## src/rtl/tea_search_scheduler.sv

```systemverilog
// Key-space search sequencer for a pipelined TEA decryptor: issues candidate
// indices, tracks them through a latency-matched tag pipeline, reports the first hit.
module tea_search_scheduler #(
    parameter int          LAT    = 32,
    parameter int          IDX_W  = 30,
    parameter logic [63:0] EXPECT = 64'h255044462D312E35,
    parameter logic [63:0] MASK   = 64'hFFFFFFFFFFFFFF00
) (
    input  logic             clk,
    input  logic             rst,
    input  logic             ena,
    input  logic             start,
    input  logic [IDX_W-1:0] first_idx,
    input  logic [IDX_W-1:0] last_idx,
    input  logic [63:0]      pt_in,
    output logic [IDX_W-1:0] cand_idx,
    output logic             cand_valid,
    output logic             busy,
    output logic             done,
    output logic             found,
    output logic [IDX_W-1:0] found_idx,
    output logic [31:0]      tested_cnt
);

    typedef enum logic [1:0] {IDLE, ISSUE, DRAIN, DONE} stateT;

    stateT            state;
    logic [IDX_W-1:0] curIdx;
    logic [IDX_W-1:0] lastIdx;
    logic [LAT-1:0]   tagValid;
    logic [IDX_W-1:0] tagIdx [LAT];
    logic             tagOutValid;
    logic             hit;

    assign tagOutValid = tagValid[LAT-1];
    assign hit         = tagOutValid && (((pt_in ^ EXPECT) & MASK) == 64'd0);

    // Outputs are decodes of the state register; only cand_valid follows ena.
    assign cand_idx   = curIdx;
    assign cand_valid = (state == ISSUE) && ena;
    assign busy       = (state == ISSUE) || (state == DRAIN);
    assign done       = (state == DONE);

    // Valids are cleared in DONE so leftovers from an early hit never reach IDLE.
    always_ff @(posedge clk) begin
        if (rst || state == DONE)
            tagValid <= '0;
        else
            tagValid <= {tagValid[LAT-2:0], cand_valid};
    end

    // NOTE: index storage has no reset; a slot is only trusted when its valid bit is set.
    always_ff @(posedge clk) begin
        tagIdx[0] <= cand_idx;
        for (int i = 1; i < LAT; i++)
            tagIdx[i] <= tagIdx[i-1];
    end

    // NOTE: all state below uses non-blocking assignments so every register samples pre-edge values.
    always_ff @(posedge clk) begin
        if (rst) begin
            state      <= IDLE;
            curIdx     <= '0;
            lastIdx    <= '0;
            found      <= 1'b0;
            found_idx  <= '0;
            tested_cnt <= '0;
        end else begin
            case (state)
                IDLE: begin
                    if (start) begin
                        curIdx     <= first_idx;
                        lastIdx    <= last_idx;
                        found      <= 1'b0;
                        found_idx  <= '0;
                        tested_cnt <= '0;
                        state      <= (first_idx > last_idx) ? DONE : ISSUE;
                    end
                end
                ISSUE: begin
                    if (tagOutValid)
                        tested_cnt <= tested_cnt + 32'd1;
                    if (hit) begin
                        found     <= 1'b1;
                        found_idx <= tagIdx[LAT-1];
                        state     <= DONE;
                    end else if (ena) begin
                        // Compare before incrementing so an all-ones last index never wraps.
                        if (curIdx == lastIdx)
                            state <= DRAIN;
                        else
                            curIdx <= curIdx + 1'b1;
                    end
                end
                DRAIN: begin
                    if (tagOutValid)
                        tested_cnt <= tested_cnt + 32'd1;
                    if (hit) begin
                        found     <= 1'b1;
                        found_idx <= tagIdx[LAT-1];
                        state     <= DONE;
                    end else if (tagValid == '0) begin
                        state <= DONE;
                    end
                end
                DONE: begin
                    state <= IDLE;
                end
                default: state <= IDLE;
            endcase
        end
    end

endmodule

```

## config.mk

```make
export PLATFORM = sky130hd
export DESIGN_NAME = tea_search_scheduler
export DESIGN_NICKNAME = d
export VERILOG_FILES = /design/src/rtl/tea_search_scheduler.sv
export SDC_FILE = /design/constraint.sdc
export NUM_CORES = 1
export LEC_CHECK = 0
export CELL_PAD_IN_SITES_DETAIL_PLACEMENT = 1
export CELL_PAD_IN_SITES_GLOBAL_PLACEMENT = 1
export CORE_MARGIN = 2
export CORE_UTILIZATION = 45
export CTS_CLUSTER_DIAMETER = 80
export DETAILED_ROUTE_END_ITERATION = 8
export PLACE_DENSITY = 0.75
export SLEW_MARGIN = 30
export SYNTH_ARGS = -nofsm -noshare
export SYNTH_HDL_FRONTEND = slang
export SYNTH_SLANG_ARGS = --single-unit
```

## constraint.sdc

```tcl
create_clock -name clk -period 2.9 [get_ports clk]
set_input_delay 0.29 -clock clk [delete_from_list [all_inputs] [get_ports clk]]
set_output_delay 0.29 -clock clk [all_outputs]
set_load 0.01 [all_outputs]
```

# == After elaboration in Yosys (flattened, before gate mapping) ==
# Memories as Yosys holds them, arrays and structs flattened.
# Index checks and enable logic that the tools add are counted.
# totals
regBits,157
ram_bits,960
mem_count,1
# classes
add_sub_neg,2
order_cmp,1
n_eq_ne,13
mux,22
n_bitwise,1
reduce_logical,15
# mem_list
memory,depth,width,read_ports,rd_clocked_by_memory_dff,wr,line_no,source
tagIdx,32,30,32,0,32,31,logic [IDX_W-1:0] tagIdx [LAT];
# op_table
cell,n
$mux 30,6
$pmux 30 s2,2
$logic_not 64->1,1
$mux 32,2
$pmux 32 s2,1
$add 32x1->32 const B,1
$logic_not 32->1,1
$add 30x1->30 const B,1
$eq 30x30->1,1
$gt 30x30->1,1
$not 25->25,1
$mux 2,7
$ne 2x2->1 const B,4
$pmux 2 s4,1
$ne 3x2->1 const B,2
$reduce_and 3->1,2
$reduce_and 5->1,1
$eq 2x2->1 const B,2
$ne 2x1->1 const B,2
$reduce_and 4->1,1
$reduce_bool 2->1,2
$ne 3x3->1 const B,1
$eq 2x1->1 const B,1
$logic_and 1x1->1,2
6 further kinds,8

# == Logic depth before layout (Yosys ltp) ==
# depth
word_depth,5
mapped_depth,10
depth_no_buf,8

# == Worst setup path after synthesis ==
# No wires, ideal clock.
# synth_path
path_kind,register to register
start,reg state[1]
end,reg tested_cnt[31]
t_arrival_ps,2184
t_required_ps,2772
setup_slack_ps,588
stages_incl_launch_ff,10
path_cell_list,dfxtp_1 -> inv_1 -> ha_1 -> mux2i_2 -> nor4_4 -> nand3_1 -> buf_2 -> nor4_2 -> xnor2_1 -> nor2_1
# synth_via
elab_chain_cells,4
elab_cells_between_ends,9
classes_between,eq/ne: 4; mux: 1; reduce/logical: 4
# synth_lines
item,line_no,source
"start, declared",27,stateT state;
"start signal, assigned",77,state <= (first_idx > last_idx) ? DONE : ISSUE;
$eq 2x1->1 / $eq 2x2->1 (equally long branches),69,case (state)
$reduce_or 2->1 (no source line),-,
$ne 2x1->1 (no source line) / $reduce_bool 2->1 (equally long branches),-,
$reduce_and 3->1 (no source line),-,
"end signal, assigned",82,tested_cnt <= tested_cnt + 32'd1;
"end signal, assigned",97,tested_cnt <= tested_cnt + 32'd1;
"end, declared",22,output logic [31:0] tested_cnt
# Several ways; a longest one is shown, not always the timed one.
# A chain may end at the register's enable or synchronous reset.

# == Worst setup path in the final report ==
# layout_path
start,reg state[1]
end,out cand_valid
# layout_via
elab_chain_cells,2
# layout_lines
item,line_no,source
$eq 2x1->1,40,assign cand_valid = (state == ISSUE) && ena;
$logic_and 1x1->1,40,
"end, declared",17,"output logic cand_valid,"
# No other way between the ends.

==> reports/qor.csv <==
stage;metric;value;unit
run_status;status;complete, no violations;
finish;fillers;5792;
finish;area of the multi-input gates;4553;sq um
placement;Placer Congestion;0.8945;
clock_tree;clock-pin slew on the worst setup and hold paths;0.06;ns
logic_synthesis;Yosys cell types;71;
clock_tree;clock buffer count from CTS;99;
logic_synthesis;Yosys top cell by area;dfxtp_1;
timing;RSZ-0062 raised after global routing;yes;
timing;post-route setup slack;0.1041;ns
clock_tree;postcts setup bufs;0;
logic_synthesis;Mapped Area;27290;sq um
timing;slew of the pin with the lowest slew margin;0.6928;ns
timing;setup TNS;0;ns
timing;Final Setup Violations;0;
finish;FF/Latch Area;22360;sq um
logic_synthesis;sequential share of the synthesized area;81.95;%
routing;WL/cell;17.42;microns
finish;ant diodes;0;
routing;antenna-violating nets left;0;
power;worst IR drop on VDD;540.4;uV
finish;most common cell after layout, fill and taps aside;dfxtp_1;
logic_synthesis;Synth top area share;81.95;%
logic_synthesis;Mapped Cells;1929;
finish;Final #Nets;2432;
placement;port bufs;215;
clock_tree;clk buf depth;3;
logic_synthesis;#FFs+latches synth;1117;
worst_setup_path;Worst EP arrival;2.51;ns
global_route;first-pass GRT wire length;86300;microns
clock_tree;Skew-Pair Late Insertion Delay;0.64;ns
routing;Residual DRC;0;
logic_synthesis;Async S/R FF share, synth;0;%
worst_setup_path;crit-path most repeated cell;inv_1;
power;pwr/cell area;1151;nW/um^2
global_route;GRT overflow;0;
routing;final wirelength;54550;microns
min_path;Hold Path Class;in -> reg;
global_route;vias in the first global route;16130;
routing;vias post-DR;14590;
timing;fin crit share;96.41;%
logic_synthesis;Avg Cell Area, Syn;14.15;sq um
placement;DPL Wire Length;35930;microns
clock_tree;CTS sink cnt;1117;
global_route;total track usage;17.67;%
worst_setup_path;CP Launch Type;flop;
floorplanning;I/O pin cnt;224;
logic_synthesis;syn nets;2094;
timing;Max Slew Vio Count;0;
timing;worst hold slack;0.1315;ns
clock_tree;root buffer cell;clkbuf_16;
floorplanning;Die Y-Extent;250.2;microns
clock_tree;TritonCTS clock tree;yes;
timing;slew margin rel.;53.68;%
logic_synthesis;ys flop type;dfxtp_1;
logic_synthesis;Synth Warn #;0;
worst_setup_path;Worst Path Max Fanout;27;
global_route;pin count of the biggest net entering global routing;55;
floorplanning;Initial Util;45.38;%
routing;Avg Vias per Cell;4.657;
clock_tree;Hold Buf Count CTS;0;
logic_synthesis;EDFF count, synth;0;
timing;maximum clock rate;357.7;MHz
timing;Worst Clk Skew;0.02318;ns
worst_setup_path;endpoint class of the critical path;output port;
worst_setup_path;max incr delay on CP;0.58;ns
routing;router iterations before antenna repair;5;
floorplanning;die width;250.2;microns
power;total power draw;39570;uW
floorplanning;Rows;90;
routing;1st-iter DRT viols;678;
timing;final-report hold violation count;0;
floorplanning;Die Footprint;62620;sq um
worst_setup_path;critical path class;reg -> out;
logic_synthesis;ranking of synthesized cells by area;dfxtp_1 82%, ha_1 1.7%, nand2_1 1.5%;
worst_setup_path;crit-path cells;inv_1 -> ha_2 -> buf_12 -> inv_1 -> nor2_1 -> clkdlybuf4s50_1;
placement;pre-CTS setup slack;-0.2388;ns
worst_setup_path;Req. time, crit path;2.61;ns
floorplanning;placeable core area;60130;sq um
finish;Area growth syn-to-layout;25.95;%
worst_setup_path;CP max-delay cell;clkdlybuf4s50_1;
job;Max Cap Viol;0;
clock_tree;H-tree depth;3;
global_route;initial antenna violation count;0;
finish;share of cells above drive strength 1;11.87;%
timing;Min Clock Period, post-route;2.796;ns
finish;commonest non-fill, non-tap cells in the layout;1117 x dfxtp_1, 214 x clkdlybuf4s50_1, 110 x nand2_1;
power;static leakage;0.01367;uW
-- cell type report --
type / count / area share (%)
well taps: 782 / 2.847
repair buffers: 294 / 8.213
multi-input cells: 713 / 13.25
inverters: 42 / 0.4587
clock buffers: 142 / 8.588
clock inverters: 42 / 1.580
flip-flops and latches: 1117 / 65.06
-- worst paths after layout --
kind	start	endpoint	slack [ns]	cells past startpoint
setup / recovery	state[1]	cand_valid	0.10	6
hold / removal	rst	cand_idx[0]	0.13	2
setup reg to reg	state[1]	tested_cnt[26]	0.24	8
hold reg to reg	tagIdx[0][12]	tagIdx[0][42]	0.31	0
-- critical path, delay by kind of cell, from the launching register on --
kind / cells / cell delay, ns
buffers and inverters: 4 / 1.02
adders and majority gates: 1 / 0.32
and+or+nand+nor: 1 / 0.16
DFF: 1 / 0.35
-- registers in the layout, indices dropped and copies added (netlist names) --
signal      count
cand_idx       30
found           1
found_idx      30
lastIdx        30
state           2
tagIdx        960
tagValid       32
tested_cnt     32
-- cell families (layout without fill, tap and decap cells) --
kind of cell	after synthesis	count (layout)	share of synthesized area (%)
mux	3	3	0.1238
simple gates	401	401	7.832
flops	1117	1117	81.95
fa+ha+maj	37	37	1.697
compound gates	218	218	5.209
xor+xnor	54	54	1.733
buf+inv	99	520	1.454
-- report_power, final --
group	switching, uW	total [uW]	internal [uW]
Clock	5550	13600	8020
Combinational	2300	3920	1620
Sequential	1510	22100	20600
Total	9360	39600	30200
-- metal layers --
metal | vias to the layer above | part of all wire [%] | global-route usage [%]
met2 | 323 | 53 | 32.79
met1 | 7031 | 40 | 19.58
met3 | 113 | 4.6 | 3.751
met5 | - | 0 | 0
met4 | 0 | 3.1 | 7.134
li1 | 7118 | - | -
-- cells in the mapped netlist, types with 20 or more instances --
library cell and number:
inv_1 42, a22oi_1 32, nand4_1 30, nor2_1 87
clkbuf_1 35, nor4_1 20, and2_1 33, nand3_1 30
a21oi_1 79, xnor2_1 45, ha_1 37, nand2_1 110
dfxtp_1 1117, o21ai_0 32
-- repair_timing --
item                                    in CTS  in global routing
resized for setup                            3                  3
cloned                                       0                  1
endpoints found under the setup margin       1                  2
-- stage by stage --
step           std cells  cell area [sq um]  utilization, %
4_1_cts             3131              34330           57.09
3_5_place_dp        2947              30820           51.25
6_report            3132              34370           57.15
3_3_place_gp        2947              30820           51.25
2_1_floorplan       1929              27290               -
5_1_grt             3132              34370           57.15
No activity file was read; power rests on OpenSTA's default activity.
